`config.mk`:
```
export PLATFORM = sky130hd
export DESIGN_NAME = regfile_dbg
export DESIGN_NICKNAME = d
export VERILOG_FILES = /design/src/rtl/regfile_dbg.sv
export SDC_FILE = /design/constraint.sdc
export NUM_CORES = 1
export LEC_CHECK = 0
export BUFFER_PORTS_ARGS = -buffer_cell sky130_fd_sc_hd__buf_2
export CORE_ASPECT_RATIO = 0.8
export CORE_MARGIN = 3
export CORE_UTILIZATION = 44
export CTS_CLUSTER_SIZE = 30
export DETAILED_ROUTE_END_ITERATION = 10
export HOLD_SLACK_MARGIN = 0.08
export PLACE_DENSITY = 0.78
export SYNTH_ARGS = -nofsm -noshare
export SYNTH_HDL_FRONTEND = slang
export SYNTH_SLANG_ARGS = --single-unit
```
`constraint.sdc`:
```
create_clock -name clk -period 1.4 [get_ports clk]
set_input_delay 0.28 -clock clk [delete_from_list [all_inputs] [get_ports clk]]
set_output_delay 0.28 -clock clk [all_outputs]
set_load 0.005 [all_outputs]
```
`src/rtl/regfile_dbg.sv`:
```
// Debug access port for a 32 x 32-bit register file: single read, single write and full dump.
// Optional macro REGDBG_WRITE_ECHO_EN adds a read-back response after every write.
module regfile_dbg (
    input  logic        clk,
    input  logic        rst,
    input  logic        cmd_valid,
    output logic        cmd_ready,
    input  logic [1:0]  cmd_op,
    input  logic [4:0]  cmd_addr,
    input  logic [31:0] cmd_wdata,
    output logic        rsp_valid,
    input  logic        rsp_ready,
    output logic [4:0]  rsp_addr,
    output logic [31:0] rsp_data,
    output logic        rsp_last,
    output logic        rf_we,
    output logic [4:0]  rf_waddr,
    output logic [31:0] rf_wdata,
    output logic        rf_re,
    output logic [4:0]  rf_raddr,
    input  logic [31:0] rf_rdata,
    output logic        busy
);

    localparam logic [1:0] OP_READ  = 2'b00;
    localparam logic [1:0] OP_WRITE = 2'b01;
    localparam logic [1:0] OP_DUMP  = 2'b10;

    // NOP holds the single idle-equivalent cycle that follows a reserved op.
    typedef enum logic [2:0] {
        IDLE = 3'd0,
        RD   = 3'd1,
        WR   = 3'd2,
        DUMP = 3'd3,
        RSP  = 3'd4,
        NOP  = 3'd5
`ifdef REGDBG_WRITE_ECHO_EN
        , WRB = 3'd6
`endif
    } state_t;

    state_t      state;
    logic [4:0]  addr_lat;
    logic [5:0]  dump_cnt;

    // Command sequencer; every output is a register updated alongside the state.
    always_ff @(posedge clk) begin
        if (rst) begin
            state     <= IDLE;
            addr_lat  <= 5'd0;
            dump_cnt  <= 6'd0;
            cmd_ready <= 1'b1;
            busy      <= 1'b0;
            rsp_valid <= 1'b0;
            rsp_addr  <= 5'd0;
            rsp_data  <= 32'd0;
            rsp_last  <= 1'b0;
            rf_we     <= 1'b0;
            rf_waddr  <= 5'd0;
            rf_wdata  <= 32'd0;
            rf_re     <= 1'b0;
            rf_raddr  <= 5'd0;
        end else begin
            case (state)
                IDLE: begin
                    if (cmd_valid) begin
                        addr_lat  <= cmd_addr;
                        cmd_ready <= 1'b0;
                        busy      <= 1'b1;
                        case (cmd_op)
                            OP_READ: begin
                                state    <= RD;
                                rf_re    <= 1'b1;
                                rf_raddr <= cmd_addr;
                            end
                            OP_WRITE: begin
                                state    <= WR;
                                rf_we    <= 1'b1;
                                rf_waddr <= cmd_addr;
                                rf_wdata <= cmd_wdata;
                            end
                            OP_DUMP: begin
                                state    <= DUMP;
                                dump_cnt <= 6'd0;
                                rf_re    <= 1'b1;
                                rf_raddr <= 5'd0;
                            end
                            default: begin
                                state <= NOP;
                            end
                        endcase
                    end else begin
                        state <= IDLE;
                    end
                end

                RD: begin
                    state     <= RSP;
                    rf_re     <= 1'b0;
                    rf_raddr  <= 5'd0;
                    rsp_valid <= 1'b1;
                    rsp_addr  <= addr_lat;
                    rsp_data  <= rf_rdata;
                    rsp_last  <= 1'b1;
                end

                WR: begin
                    rf_we    <= 1'b0;
                    rf_waddr <= 5'd0;
                    rf_wdata <= 32'd0;
`ifdef REGDBG_WRITE_ECHO_EN
                    state    <= WRB;
                    rf_re    <= 1'b1;
                    rf_raddr <= addr_lat;
`else
                    state     <= IDLE;
                    addr_lat  <= 5'd0;
                    cmd_ready <= 1'b1;
                    busy      <= 1'b0;
`endif
                end

`ifdef REGDBG_WRITE_ECHO_EN
                WRB: begin
                    state     <= RSP;
                    rf_re     <= 1'b0;
                    rf_raddr  <= 5'd0;
                    rsp_valid <= 1'b1;
                    rsp_addr  <= addr_lat;
                    rsp_data  <= rf_rdata;
                    rsp_last  <= 1'b1;
                end
`endif

                DUMP: begin
                    state     <= RSP;
                    rf_re     <= 1'b0;
                    rf_raddr  <= 5'd0;
                    rsp_valid <= 1'b1;
                    rsp_addr  <= dump_cnt[4:0];
                    rsp_data  <= rf_rdata;
                    rsp_last  <= (dump_cnt == 6'd31);
                end

                RSP: begin
                    if (rsp_ready) begin
                        rsp_valid <= 1'b0;
                        rsp_addr  <= 5'd0;
                        rsp_data  <= 32'd0;
                        rsp_last  <= 1'b0;
                        if (rsp_last) begin
                            state     <= IDLE;
                            addr_lat  <= 5'd0;
                            dump_cnt  <= 6'd0;
                            cmd_ready <= 1'b1;
                            busy      <= 1'b0;
                        end else begin
                            // Counter saturates at 31 rather than wrapping back to 0.
                            state <= DUMP;
                            rf_re <= 1'b1;
                            if (dump_cnt == 6'd31) begin
                                dump_cnt <= dump_cnt;
                                rf_raddr <= dump_cnt[4:0];
                            end else begin
                                dump_cnt <= dump_cnt + 6'd1;
                                rf_raddr <= dump_cnt[4:0] + 5'd1;
                            end
                        end
                    end else begin
                        state <= RSP;
                    end
                end

                NOP: begin
                    state     <= IDLE;
                    addr_lat  <= 5'd0;
                    cmd_ready <= 1'b1;
                    busy      <= 1'b0;
                end

                default: begin
                    state     <= IDLE;
                    addr_lat  <= 5'd0;
                    dump_cnt  <= 6'd0;
                    cmd_ready <= 1'b1;
                    busy      <= 1'b0;
                    rsp_valid <= 1'b0;
                    rsp_addr  <= 5'd0;
                    rsp_data  <= 32'd0;
                    rsp_last  <= 1'b0;
                    rf_we     <= 1'b0;
                    rf_waddr  <= 5'd0;
                    rf_wdata  <= 32'd0;
                    rf_re     <= 1'b0;
                    rf_raddr  <= 5'd0;
                end
            endcase
        end
    end

endmodule

```
==> out/qor_table.md, run 1 <==
| Parameter | This run | Unit |
|---|---|---|
| Endpoint class of the critical path | flop | - |
| Antenna violations before repair | 0 | - |
| Maximum fanout encountered on the critical timing path | 4 | - |
| Number of antenna cells inserted | 0 | - |
| Total power after layout | 0.00662 | W |
| Detail-routed via count per cell | 5.39 | - |
| Mean area per synthesized cell | 8.76 | um^2 |
| Total global-route track usage | 21.7 | % |
| Die X-Extent | 114 | um |
| Post-layout net count | 732 | - |
| Result of the run | finished with violations | - |
| Most common cell after layout, fill and taps aside | sky130_fd_sc_hd__buf_2 | - |
| Mapped cell area | 4100 | um^2 |
| Highest-count cells in the layout ignoring fill and taps | 159 x sky130_fd_sc_hd__buf_2, 92 x sky130_fd_sc_hd__dfxtp_1, 53 x sky130_fd_sc_hd__nor2_1 | - |
| Via count | 4138 | - |
| Post-route DRC violation count | 0 | - |
| Number of stages on the worst hold path | 3 | - |
| Count of placed standard cells in the final layout, fillers left out | 768 | - |
| Detailed-placement wirelength estimate | 8350 | um |
| WL/cell | 15.7 | um |
| Total die area | 10500 | um^2 |
| Highest attainable clock frequency | 0.674 | GHz |
| Number of placed cells counting well taps | 744 | - |
| CTS tree | yes | - |
| End point of the worst hold path | rsp_data[26]$_SDFFE_PP0P_ | - |
| Standard-cell row count | 30 | - |
| Setup slack after layout | -0.0841 | ns |
| Total length of routed wires | 12000 | um |
| Max Buffers Root-to-Sink | 2 | - |
| Type of the worst setup path | flop to flop | - |
| Number of flops mapped to enable cells by yosys | 0 | - |
| Initial core utilization | 46.7 | % |
| Synthesized netlist net count | 548 | - |
| Antenna Nets Post-Route | 0 | - |
| Area Overhead vs Synth | 44.3 | % |
| RSZ-0062 raised after global routing | true | - |
| Delay of the slowest cell on the worst path | 0.41 | ns |
| Share of the cycle needed by the critical path after routing | 106 | % |
| Final Hold Viols | 0 | - |
| Vias in the first global route | 3975 | - |
| Final setup skew | 0.00453 | ns |
| Number of max-slew violations in the final report | 0 | - |
| Capturing point of the worst reg2reg path | dump_cnt[0]$_SDFFE_PP0P_ | - |
| Proportion of synthesized flip-flops having asynchronous set or reset | 0 | % |
| Standard cell with the maximum stage delay on the critical path | sky130_fd_sc_hd__nor4b_4 | - |
| Final Core Density | 67.4 | % |
| Instance count of the mapped netlist | 468 | - |
| Root cell of the clock tree | sky130_fd_sc_hd__clkbuf_16 | - |
| Maximum number of pins on one net before global-route repair | 58 | - |
| Core box area | 8780 | um^2 |
| Fraction of layout instances using a drive strength above 1 | 45.0 | % |
| Setup violation total in the final timing report | 45 | - |
| Post-placement worst setup slack | -0.203 | ns |
| Number of levels the H-tree was split into | 3 | - |
| Depth of the worst register-to-register path | 5 | - |
| I/O pin total | 160 | - |
| Min cycle time layout | 1.48 | ns |
| Clock transition time at the flip-flop clock pins of the worst setup and hold paths | 0.06 | ns |
| Setup slack on the worst flop-to-flop path | -0.08 | ns |
| Number of warnings printed during yosys synthesis | 0 | - |
| Global-route wire length before repair | 18600 | um |
| Leakage | 2.59 | nW |
| Class of the worst hold path | primary input to flop | - |
| Worst slew margin | 75.5 | % |
| Worst endpoint required time | 1.61 | ns |
| FF+latch count, synth | 99 | - |
| Routability-driven placement congestion ratio | 0.908 | - |
| Hold path startpoint | rf_rdata[26] | - |
| Violations in the final reports | negative setup slack | - |
| Drt first-iter violations | 282 | - |
| Startpoint type of the worst setup path | flop | - |
| Sequential cell area fraction in the yosys report | 48.3 | % |
| Power density relative to cell area | 1120 | nW/um^2 |
| Dominant synthesized flop cell | sky130_fd_sc_hd__dfxtp_1 | - |
| Count of distinct cell types in the synthesized netlist | 52 | - |
| Reg-to-reg critical path startpoint | state[1]$_SDFF_PP0_ | - |
| Die extent in y | 92.3 | um |
| Length of the first detailed-routing pass in iterations | 4 | - |
| Remaining Overflow, GRT | 0 | - |
| Number of max-cap violations | 0 | - |
| Pin slew with the least headroom to its limit | 0.365 | ns |
| Number of clock sinks | 99 | - |
| Cell breakdown of the critical path | nor4b_4, buf_4, nand2_4, a22oi_2, o32ai_1 | - |
| Inserted Clock Buffers | 9 | - |
| Clock latency of the later-clocked register in the worst-skew pair | 0.34 | ns |
| Total of hold buffers inserted after clock tree synthesis | 0 | - |
| Peak ir drop on the vdd network | 0.984 | mV |
| Worst EP arrival | 1.69 | ns |
| Hold WS | 0.174 | ns |
| Buffers added on ports | 159 | - |
synth_stat cells, types with 3 or more instances:
master / instances / area share [%]
sky130_fd_sc_hd__a21oi_1: 40 / 4.9
sky130_fd_sc_hd__a221oi_1: 5 / 1.1
sky130_fd_sc_hd__a22oi_1: 33 / 6.0
sky130_fd_sc_hd__a31oi_1: 6 / 0.92
sky130_fd_sc_hd__and2_1: 6 / 0.92
sky130_fd_sc_hd__buf_2: 13 / 1.6
sky130_fd_sc_hd__buf_4: 8 / 1.5
sky130_fd_sc_hd__clkbuf_1: 15 / 1.4
sky130_fd_sc_hd__dfxtp_1: 99 / 48
sky130_fd_sc_hd__ha_1: 5 / 1.5
sky130_fd_sc_hd__inv_1: 9 / 0.82
sky130_fd_sc_hd__mux2i_1: 11 / 2.7
sky130_fd_sc_hd__nand2_1: 54 / 4.9
sky130_fd_sc_hd__nand2b_1: 4 / 0.61
sky130_fd_sc_hd__nand3_1: 38 / 4.6
sky130_fd_sc_hd__nand3b_1: 3 / 0.55
sky130_fd_sc_hd__nor2_1: 55 / 5.0
sky130_fd_sc_hd__nor2b_1: 5 / 0.76
sky130_fd_sc_hd__o21ai_0: 9 / 1.1
sky130_fd_sc_hd__o2bb2ai_1: 5 / 1.1
sky130_fd_sc_hd__o32ai_1: 3 / 0.64
cell families after synthesis:
group,Yosys count,synth area share [%]
and+or+nand+nor,182,21.4
AOI/OAI and AO/OA,122,20.3
DFF,99,48.3
buffers and inverters,48,5.52
muxes,11,2.69
adders and majority gates,5,1.53
xor gates and xnor gates,1,0.214
power by group:
| group | switching (W) | total, W | internal [W] |
|---|---|---|---|
| clock network | 0.00105 | 0.00225 | 0.00120 |
| logic | 0.000673 | 0.00131 | 0.000633 |
| registers | 0.0000961 | 0.00306 | 0.00297 |
critical path: cells and delay by family, from the launching register on:
family	cells	cell delay [ns]
AND/OR/NAND/NOR	2	0.47
AO/OA/AOI/OAI	2	0.30
flip-flops	1	0.37
buffers and inverters	1	0.21
worst max path at each step:
stage / startpoint / to / depth (start not counted)
6_report: state[1]$_SDFF_PP0_ / dump_cnt[0]$_SDFFE_PP0P_ / 5
4_1_cts: state[1]$_SDFF_PP0_ / rf_re$_SDFFE_PP0P_ / 5
3_5_place_dp: state[0]$_SDFF_PP0_ / rf_raddr[1]$_SDFFE_PP0P_ / 5
2_1_floorplan: cmd_op[1] / rf_waddr[0]$_SDFFE_PP0P_ / 8
3_3_place_gp: state[2]$_SDFF_PP0_ / rf_re$_SDFFE_PP0P_ / 5
5_1_grt: state[1]$_SDFF_PP0_ / rf_wdata[0]$_SDFFE_PP0P_ / 5
flip-flops by register name (all words and copies together), names as in the netlist, 3 cells and up:
register / flops
addr_lat: 5
dump_cnt: 6
rf_raddr: 5
rf_waddr: 5
rf_wdata: 32
rsp_addr: 5
rsp_data: 32
state: 3
per-stage QoR:
stage / cell area, um^2 / TNS, ns
6_report: 5920 / -2.02
5_1_grt: 5920 / -5.19
4_1_cts: 5710 / -0.200
3_5_place_dp: 5280 / -11.10
3_3_place_gp: 5280 / -4.93
2_1_floorplan: 4110 / 0
layout make-up:
class / instances / area, um^2
fillers: 715 / 2870
multi-input cells: 321 / 2170
flip-flops and latches: 99 / 2000
repair buffers: 211 / 1310
clock buffers: 9 / 225
well taps: 112 / 140
clock inverters: 6 / 41.3
inverters: 10 / 37.5
what timing repair did:
| action | 4_1_cts | 5_1_grt |
|---|---|---|
| gates resized for setup | 29 | 40 |
| pin swaps | 9 | 8 |
| buffers inserted | 6 | 3 |
| setup endpoints to repair | 99 | 69 |
| gates cloned | 0 | 1 |
| hold endpoints to repair | 0 | 0 |
per-layer routing:
layer / share of wire, % / GRT usage, % / vias up
met5: 0 / 0 / -
met4: 2.1 / 6.82 / 0
met3: 9.0 / 7.12 / 24
met2: 45 / 34.9 / 175
met1: 44 / 27.6 / 1921
li1: - / - / 2018
Power figures use the tool's default switching activity.
==> run 2, diff against run 1 <==
CORE_ASPECT_RATIO = not set   (was 0.8)
SKIP_LAST_GASP = 1   (was not set)
==> run 2 against run 1 <==
The flow still finishes with violations (negative setup slack). Sequential power is essentially flat. Register-to-register slack is essentially flat. Setup slack got worse by 0.0036 ns. Non-clock buffer count grew 10. Core utilization shrank 0.31 points. Global-route usage down 0.12 points. Via count rose by 0.29%. Design area up 0.76%. Total power decreased by 7.0%. Sequential share of layout area shrank 0.32 points. Critical path type unchanged.
==> out/qor_table.md, run 2 (same netlist as run 1, synthesis figures left out) <==
| Parameter | This run | Unit | Change |
|---|---|---|---|
| Maximum number of pins on one net before global-route repair | 39 | - | was 58 |
| Number of antenna cells inserted | 0 | - | unchanged |
| Total of hold buffers inserted after clock tree synthesis | 0 | - | unchanged |
| Maximum fanout encountered on the critical timing path | 8 | - | was 4 |
| Power spent charging and discharging nets | 0.00184 | W | was 0.00182 W |
| Cell breakdown of the critical path | buf_6, nor4b_4, and2_4, clkbuf_16, a22oi_2, nor2_1 | - | was nor4b_4, buf_4, nand2_4, a22oi_2, o32ai_1 |
| WL/cell | 16.2 | um | was 15.7 um |
| Violations in the final reports | negative setup slack | - | unchanged |
| Number of filler instances in the final layout | 706 | - | was 715 |
| Root cell of the clock tree | sky130_fd_sc_hd__clkbuf_8 | - | was sky130_fd_sc_hd__clkbuf_16 |
| Die X-Extent | 103 | um | was 114 um |
| Worst slew margin | 72.9 | % | was 75.5% |
| Number of clock sinks | 99 | - | unchanged |
| Setup slack on the worst flop-to-flop path | -0.09 | ns | was -0.08 ns |
| Result of the run | finished with violations | - | unchanged |
| Total global-route track usage | 21.6 | % | was 21.7% |
| Pin slew with the least headroom to its limit | 0.404 | ns | was 0.365 ns |
| Highest-count cells in the layout ignoring fill and taps | 159 x sky130_fd_sc_hd__buf_2, 93 x sky130_fd_sc_hd__dfxtp_1, 53 x sky130_fd_sc_hd__nor2_1 | - | was 159 x sky130_fd_sc_hd__buf_2, 92 x sky130_fd_sc_hd__dfxtp_1, 53 x sky130_fd_sc_hd__nor2_1 |
| Drt first-iter violations | 249 | - | was 282 |
| Combinational cell fraction of total power | 21.2 | % | was 19.7% |
| Detail-routed via count per cell | 5.35 | - | was 5.39 |
| Length of the first detailed-routing pass in iterations | 4 | - | unchanged |
| Sequential power share | 49.7 | % | was 46.3% |
| Vias in the first global route | 3874 | - | was 3975 |
| Worst endpoint required time | 1.70 | ns | was 1.61 ns |
| Cell area after placement | 5260 | um^2 | was 5280 um^2 |
| Final setup skew | 0.00837 | ns | was 0.00453 ns |
| Remaining Overflow, GRT | 0 | - | unchanged |
| Final non-filler cell area | 5960 | um^2 | was 5920 um^2 |
| Share of the cycle needed by the critical path after routing | 106 | % | about the same |
| Post-layout net count | 742 | - | was 732 |
| Post-route DRC violation count | 0 | - | unchanged |
| Delay of the slowest cell on the worst path | 0.34 | ns | was 0.41 ns |
| Core box area | 8890 | um^2 | was 8780 um^2 |
| Setup slack after layout | -0.0877 | ns | was -0.0841 ns |
| Switching fraction of total power | 29.9 | % | was 27.4% |
| Clock share of power | 29.1 | % | was 34.0% |
| Internal power contribution | 0.00432 | W | was 0.00480 W |
| Fraction of layout instances using a drive strength above 1 | 46.3 | % | was 45.0% |
| Total length of routed wires | 12600 | um | was 12000 um |
| Number of placed cells counting well taps | 744 | - | unchanged |
| Setup Total Neg Slack | -3.38 | ns | was -2.02 ns |
| CP top delay family | simple AND/OR/NAND/NOR gates | - | unchanged |
| Clock transition time at the flip-flop clock pins of the worst setup and hold paths | 0.11 | ns | was 0.06 ns |
| Setup violation total in the final timing report | 82 | - | was 45 |
| Number of max-cap violations | 0 | - | unchanged |
| Standard cell with the maximum stage delay on the critical path | sky130_fd_sc_hd__dfxtp_2 | - | was sky130_fd_sc_hd__nor4b_4 |
| Initial core utilization | 46.1 | % | was 46.7% |
| Leakage | 2.59 | nW | about the same |
| Die extent in y | 103 | um | was 92.3 um |
| CTS tree | yes | - | unchanged |
| Antenna Nets Post-Route | 0 | - | unchanged |
| Highest attainable clock frequency | 0.672 | GHz | was 0.674 GHz |
| Endpoint class of the critical path | flop | - | unchanged |
| Top Registers | rf_wdata: 32 flops, rsp_data: 32 flops, dump_cnt: 6 flops | - | unchanged |
| Clock latency of the later-clocked register in the worst-skew pair | 0.37 | ns | was 0.34 ns |
| Via count | 4150 | - | was 4138 |
| Inserted Clock Buffers | 9 | - | unchanged |
| Buffers added on ports | 159 | - | unchanged |
| Area Overhead vs Synth | 45.4 | % | was 44.3% |
| Count of buffering cells on the critical path with inverters included | 2 | - | was 1 |
| Global-route wire length before repair | 18100 | um | was 18600 um |
| Class of the worst hold path | primary input to flop | - | unchanged |
| Count of placed standard cells in the final layout, fillers left out | 775 | - | was 768 |
| Min cycle time layout | 1.49 | ns | was 1.48 ns |
| Detailed-placement wirelength estimate | 8660 | um | was 8350 um |
| Routability-driven placement congestion ratio | 0.929 | - | was 0.908 |
| I/O pin total | 160 | - | unchanged |
| Final Hold Viols | 0 | - | unchanged |
| Total die area | 10500 | um^2 | about the same |
| Startpoint type of the worst setup path | flop | - | unchanged |
| Peak ir drop on the vdd network | 0.636 | mV | was 0.984 mV |
| Type of the worst setup path | flop to flop | - | unchanged |
| Most common cell after layout, fill and taps aside | sky130_fd_sc_hd__buf_2 | - | unchanged |
| Power density relative to cell area | 1030 | nW/um^2 | was 1120 nW/um^2 |
| Antenna violations before repair | 0 | - | unchanged |
| Number of levels the H-tree was split into | 3 | - | unchanged |
| RSZ-0062 raised after global routing | true | - | unchanged |
| Worst EP arrival | 1.79 | ns | was 1.69 ns |
| Standard-cell row count | 34 | - | was 30 |
| Post-placement worst setup slack | -0.247 | ns | was -0.203 ns |
| Max Buffers Root-to-Sink | 2 | - | unchanged |
| Number of max-slew violations in the final report | 0 | - | unchanged |
run 2: cell count changes in the layout (fill, tap and decap cells not counted), moves of 2 or more:
cell                        before  now
sky130_fd_sc_hd__clkbuf_8        0   10
sky130_fd_sc_hd__mux2i_1         9   11
sky130_fd_sc_hd__nand2_1        50   52
sky130_fd_sc_hd__mux2i_2         2    0
sky130_fd_sc_hd__buf_4          40   46
sky130_fd_sc_hd__clkinv_2        3    0
sky130_fd_sc_hd__a22oi_1        19   10
sky130_fd_sc_hd__buf_12          7    4
sky130_fd_sc_hd__buf_6           3    6
sky130_fd_sc_hd__a22oi_2        14   23
sky130_fd_sc_hd__clkbuf_16      10    4
run 2: worst paths after layout:
| check | from | to | cells after the start |
|---|---|---|---|
| min | rf_rdata[12] | rsp_data[12]$_SDFFE_PP0P_ | 3 |
| max | state[2]$_SDFF_PP0_ | rf_wdata[2]$_SDFFE_PP0P_ | 6 |
| min reg2reg | rf_waddr[4]$_SDFFE_PP0P_ | rf_waddr[4]$_SDFFE_PP0P_ | 2 |
| max reg2reg | state[2]$_SDFF_PP0_ | rf_wdata[2]$_SDFFE_PP0P_ | 6 |
run 2: worst min-delay path, delay by kind of cell:
family,cells,cell delay [ns]
AOI/OAI and AO/OA,1,0.05
and+or+nand+nor,1,0.04
buffers and inverters,1,0.10
run 2: area by class of cell:
class	count	area [um^2]	area share, %
Timing Repair Buffer	221	1420	23.8
Clock buffer	10	138	2.31
Tap cell	108	135	2.27
Multi-Input combinational cell	321	2180	36.6
Sequential cell	99	1990	33.4
Clock inverter	6	58.8	0.986
Inverter	10	37.5	0.629
run 2: power groups by stage:
| stage | sequential (W) | combinational, W | clock (W) |
|---|---|---|---|
| after detailed placement | 0.00311 | 0.00110 | 0 |
| final | 0.00306 | 0.00130 | 0.00179 |
| after global placement | 0.00311 | 0.00107 | 0 |
| after floorplan | 0.00312 | 0.000606 | 0 |
| after global routing | 0.00307 | 0.00141 | 0.00194 |
| after CTS | 0.00305 | 0.00118 | 0.00184 |
run 2: what timing repair did:
action / in CTS / in global routing
setup endpoints to repair: 96 / 71
setup buffers: 7 / 3
gates resized for setup: 33 / 39
pin swaps: 15 / 33
cloned: 0 / 5
run 2: metrics by stage:
stage	total power, W	hold WS [ns]	util, %
finish	0.00615	0.142	67.1
global route	0.00643	0.129	67.1
CTS	0.00607	0.125	63.4
detailed placement	0.00421	0.444	59.2
global placement	0.00418	0.442	59.2
floorplan	0.00372	0.416	-
run 2: layer usage:
metal  vias up  GRT usage [%]  share of wire [%]
li1       2027              -                  -
met5         -              0                  0
met3        12           5.55                7.5
met2       167           37.8                 50
met4         0           5.45               0.95
met1      1944           26.4                 41
==> run 3, diff against run 2 <==
TNS_END_PERCENT = 50   (was not set)
==> run 3 against run 2 <==
The run still ends with negative setup slack left. Via count grew 0.60%. Die area is the same. Flip-flop and latch count is the same. Highest routed layer unchanged. Largest cell class unchanged. Sequential share of layout area grew 1.3 points. Hold slack gained 0.0058 ns.
==> out/qor_table.md, run 3 (same netlist as run 1, synthesis figures left out) <==
| Parameter | This run | Unit | Change |
|---|---|---|---|
| Leakage | 2.50 | nW | was 2.59 nW |
| Die extent in y | 103 | um | unchanged |
| Drt first-iter violations | 269 | - | was 249 |
| Share of the cycle needed by the critical path after routing | 107 | % | was 106% |
| Number of levels the H-tree was split into | 3 | - | unchanged |
| Number of antenna cells inserted | 0 | - | unchanged |
| Total die area | 10500 | um^2 | unchanged |
| Max Buffers Root-to-Sink | 2 | - | unchanged |
| Final Core Density | 64.7 | % | was 67.1% |
| Clock transition time at the flip-flop clock pins of the worst setup and hold paths | 0.10 | ns | was 0.11 ns |
| Cell area after placement | 5230 | um^2 | was 5260 um^2 |
| Total length of routed wires | 11800 | um | was 12600 um |
| Critical path startpoint | state[2]$_SDFF_PP0_ | - | unchanged |
| Remaining Overflow, GRT | 0 | - | unchanged |
| Post-route DRC violation count | 0 | - | unchanged |
| Area Overhead vs Synth | 40.3 | % | was 45.4% |
| Reg-to-reg critical path startpoint | state[2]$_SDFF_PP0_ | - | unchanged |
| Setup Total Neg Slack | -2.13 | ns | was -3.38 ns |
| Final setup skew | 0.0105 | ns | was 0.00837 ns |
| Routability-driven placement congestion ratio | 0.936 | - | was 0.929 |
| GR Util met2 | 34.8 | % | was 37.8% |
| Total global-route track usage | 20.9 | % | was 21.6% |
| Clock latency of the later-clocked register in the worst-skew pair | 0.36 | ns | was 0.37 ns |
| Setup violation total in the final timing report | 43 | - | was 82 |
| Cell breakdown of the critical path | nor4b_4, buf_4, and2_4, clkbuf_16, a22oi_2, nor2_1 | - | was buf_6, nor4b_4, and2_4, clkbuf_16, a22oi_2, nor2_1 |
| Type of the worst setup path | flop to flop | - | unchanged |
| Via count | 4175 | - | was 4150 |
| Initial core utilization | 46.1 | % | unchanged |
| CTS tree | yes | - | unchanged |
| Met3 global-route usage | 5.07 | % | was 5.55% |
| Peak ir drop on the vdd network | 0.519 | mV | was 0.636 mV |
| Final non-filler cell area | 5750 | um^2 | was 5960 um^2 |
| Pin slew with the least headroom to its limit | 0.357 | ns | was 0.404 ns |
| Detailed-placement wirelength estimate | 8330 | um | was 8660 um |
| Root cell of the clock tree | sky130_fd_sc_hd__clkbuf_8 | - | unchanged |
| Startpoint type of the worst setup path | flop | - | unchanged |
| Number of max-cap violations | 0 | - | unchanged |
| Standard-cell row count | 34 | - | unchanged |
| Top Registers | rf_wdata: 32 flops, rsp_data: 32 flops, dump_cnt: 6 flops | - | unchanged |
| Core box area | 8890 | um^2 | unchanged |
| Standard cell with the maximum stage delay on the critical path | sky130_fd_sc_hd__dfxtp_4 | - | was sky130_fd_sc_hd__dfxtp_2 |
| Class of the worst hold path | primary input to flop | - | unchanged |
| Highest-count cells in the layout ignoring fill and taps | 159 x sky130_fd_sc_hd__buf_2, 94 x sky130_fd_sc_hd__dfxtp_1, 53 x sky130_fd_sc_hd__nand2_1, 53 x sky130_fd_sc_hd__nor2_1, 43 x sky130_fd_sc_hd__buf_4 | - | was 159 x sky130_fd_sc_hd__buf_2, 93 x sky130_fd_sc_hd__dfxtp_1, 53 x sky130_fd_sc_hd__nor2_1 |
| Post-layout net count | 732 | - | was 742 |
| Highest attainable clock frequency | 0.669 | GHz | was 0.672 GHz |
| Result of the run | finished with violations | - | unchanged |
| Fraction of layout instances using a drive strength above 1 | 42.8 | % | was 46.3% |
| WL/cell | 15.4 | um | was 16.2 um |
| Total of hold buffers inserted after clock tree synthesis | 0 | - | unchanged |
| Final Hold Viols | 0 | - | unchanged |
| RSZ-0062 raised after global routing | true | - | unchanged |
| Endpoint class of the critical path | flop | - | unchanged |
| Worst endpoint required time | 1.69 | ns | was 1.70 ns |
| I/O pin total | 160 | - | unchanged |
| Number of clock sinks | 99 | - | unchanged |
| Length of the first detailed-routing pass in iterations | 5 | - | was 4 |
| Most common cell after layout, fill and taps aside | sky130_fd_sc_hd__buf_2 | - | unchanged |
| Setup slack after layout | -0.0941 | ns | was -0.0877 ns |
| Antenna violations before repair | 0 | - | unchanged |
| Die X-Extent | 103 | um | unchanged |
| Min cycle time layout | 1.49 | ns | about the same |
| Global-route wire length before repair | 17800 | um | was 18100 um |
| Violations in the final reports | negative setup slack | - | unchanged |
| Met1 global-route usage | 26.5 | % | was 26.4% |
| Antenna Nets Post-Route | 0 | - | unchanged |
| Number of max-slew violations in the final report | 0 | - | unchanged |
| Detail-routed via count per cell | 5.46 | - | was 5.35 |
| Vias in the first global route | 3838 | - | was 3874 |
| CP top delay family | simple AND/OR/NAND/NOR gates | - | unchanged |
| Layer carrying the most global-route usage | met2 | - | unchanged |
| Count of buffering cells on the critical path with inverters included | 2 | - | unchanged |
| Delay of the slowest cell on the worst path | 0.39 | ns | was 0.34 ns |
| Buffers added on ports | 159 | - | unchanged |
| Inserted Clock Buffers | 9 | - | unchanged |
| Power density relative to cell area | 1070 | nW/um^2 | was 1030 nW/um^2 |
| Maximum fanout encountered on the critical timing path | 8 | - | unchanged |
| Worst EP arrival | 1.78 | ns | was 1.79 ns |
| Maximum number of pins on one net before global-route repair | 34 | - | was 39 |
| Hold path startpoint | rf_rdata[6] | - | was rf_rdata[12] |
| Post-placement worst setup slack | -0.260 | ns | was -0.247 ns |
| Worst slew margin | 76.0 | % | was 72.9% |
==> run 3: power breakdown <==
part           internal [W]  switching (W)  leakage [nW]
Clock              0.000846        0.00100        0.0910
Combinational      0.000585       0.000646          1.60
Sequential          0.00296      0.0000919         0.807
Total               0.00440        0.00174          2.50
==> run 3: final timing paths <==
path / cells after the start / to / slack [ns]
worst max-delay path: 6 / rf_wdata[31]$_SDFFE_PP0P_ / -0.09
worst min-delay path: 3 / rsp_data[6]$_SDFFE_PP0P_ / 0.15
worst min register to register: 2 / rf_waddr[4]$_SDFFE_PP0P_ / 0.46
worst max register to register: 6 / rf_wdata[31]$_SDFFE_PP0P_ / -0.09
==> run 3: final cells by class <==
type / instances / area [um^2]
multi-input cells: 321 / 2100
fillers: 723 / 3140
flip-flops and latches: 99 / 2000
inverters: 10 / 37.5
clock inverters: 6 / 72.6
repair buffers: 211 / 1290
clock buffers: 10 / 128
well taps: 108 / 135
==> run 3: timing repair <==
item / CTS / global route
buffers inserted: 4 / 2
gates resized for setup: 21 / 29
hold endpoints to repair: 0 / 0
endpoints found under the setup margin: 93 / 96
gates cloned: 0 / 3
pin swaps: 5 / 24
==> run 3: per-stage QoR <==
step / power (W) / cells / hold slack [ns]
3_3_place_gp: 0.00415 / 740 / 0.445
5_1_grt: 0.00643 / 765 / 0.135
6_report: 0.00614 / 765 / 0.148
3_5_place_dp: 0.00418 / 740 / 0.447
2_1_floorplan: 0.00372 / 468 / 0.416
4_1_cts: 0.00609 / 760 / 0.135
==> run 3: routing by layer <==
metal / wire length [um] / part of all wire [%] / vias to the layer above
met4: 211 / 1.8 / 0
met5: 0 / 0 / -
met1: 4910 / 42 / 1947
met2: 5570 / 47 / 198
met3: 1100 / 9.4 / 21
li1: - / - / 2009
==> run 3: worst register-to-register path, delay by kind of cell, from the launching register on <==
kind	cells	cell delay (ns)
compound gates	1	0.06
buf+inv	2	0.38
flops	1	0.39
simple gates	3	0.60
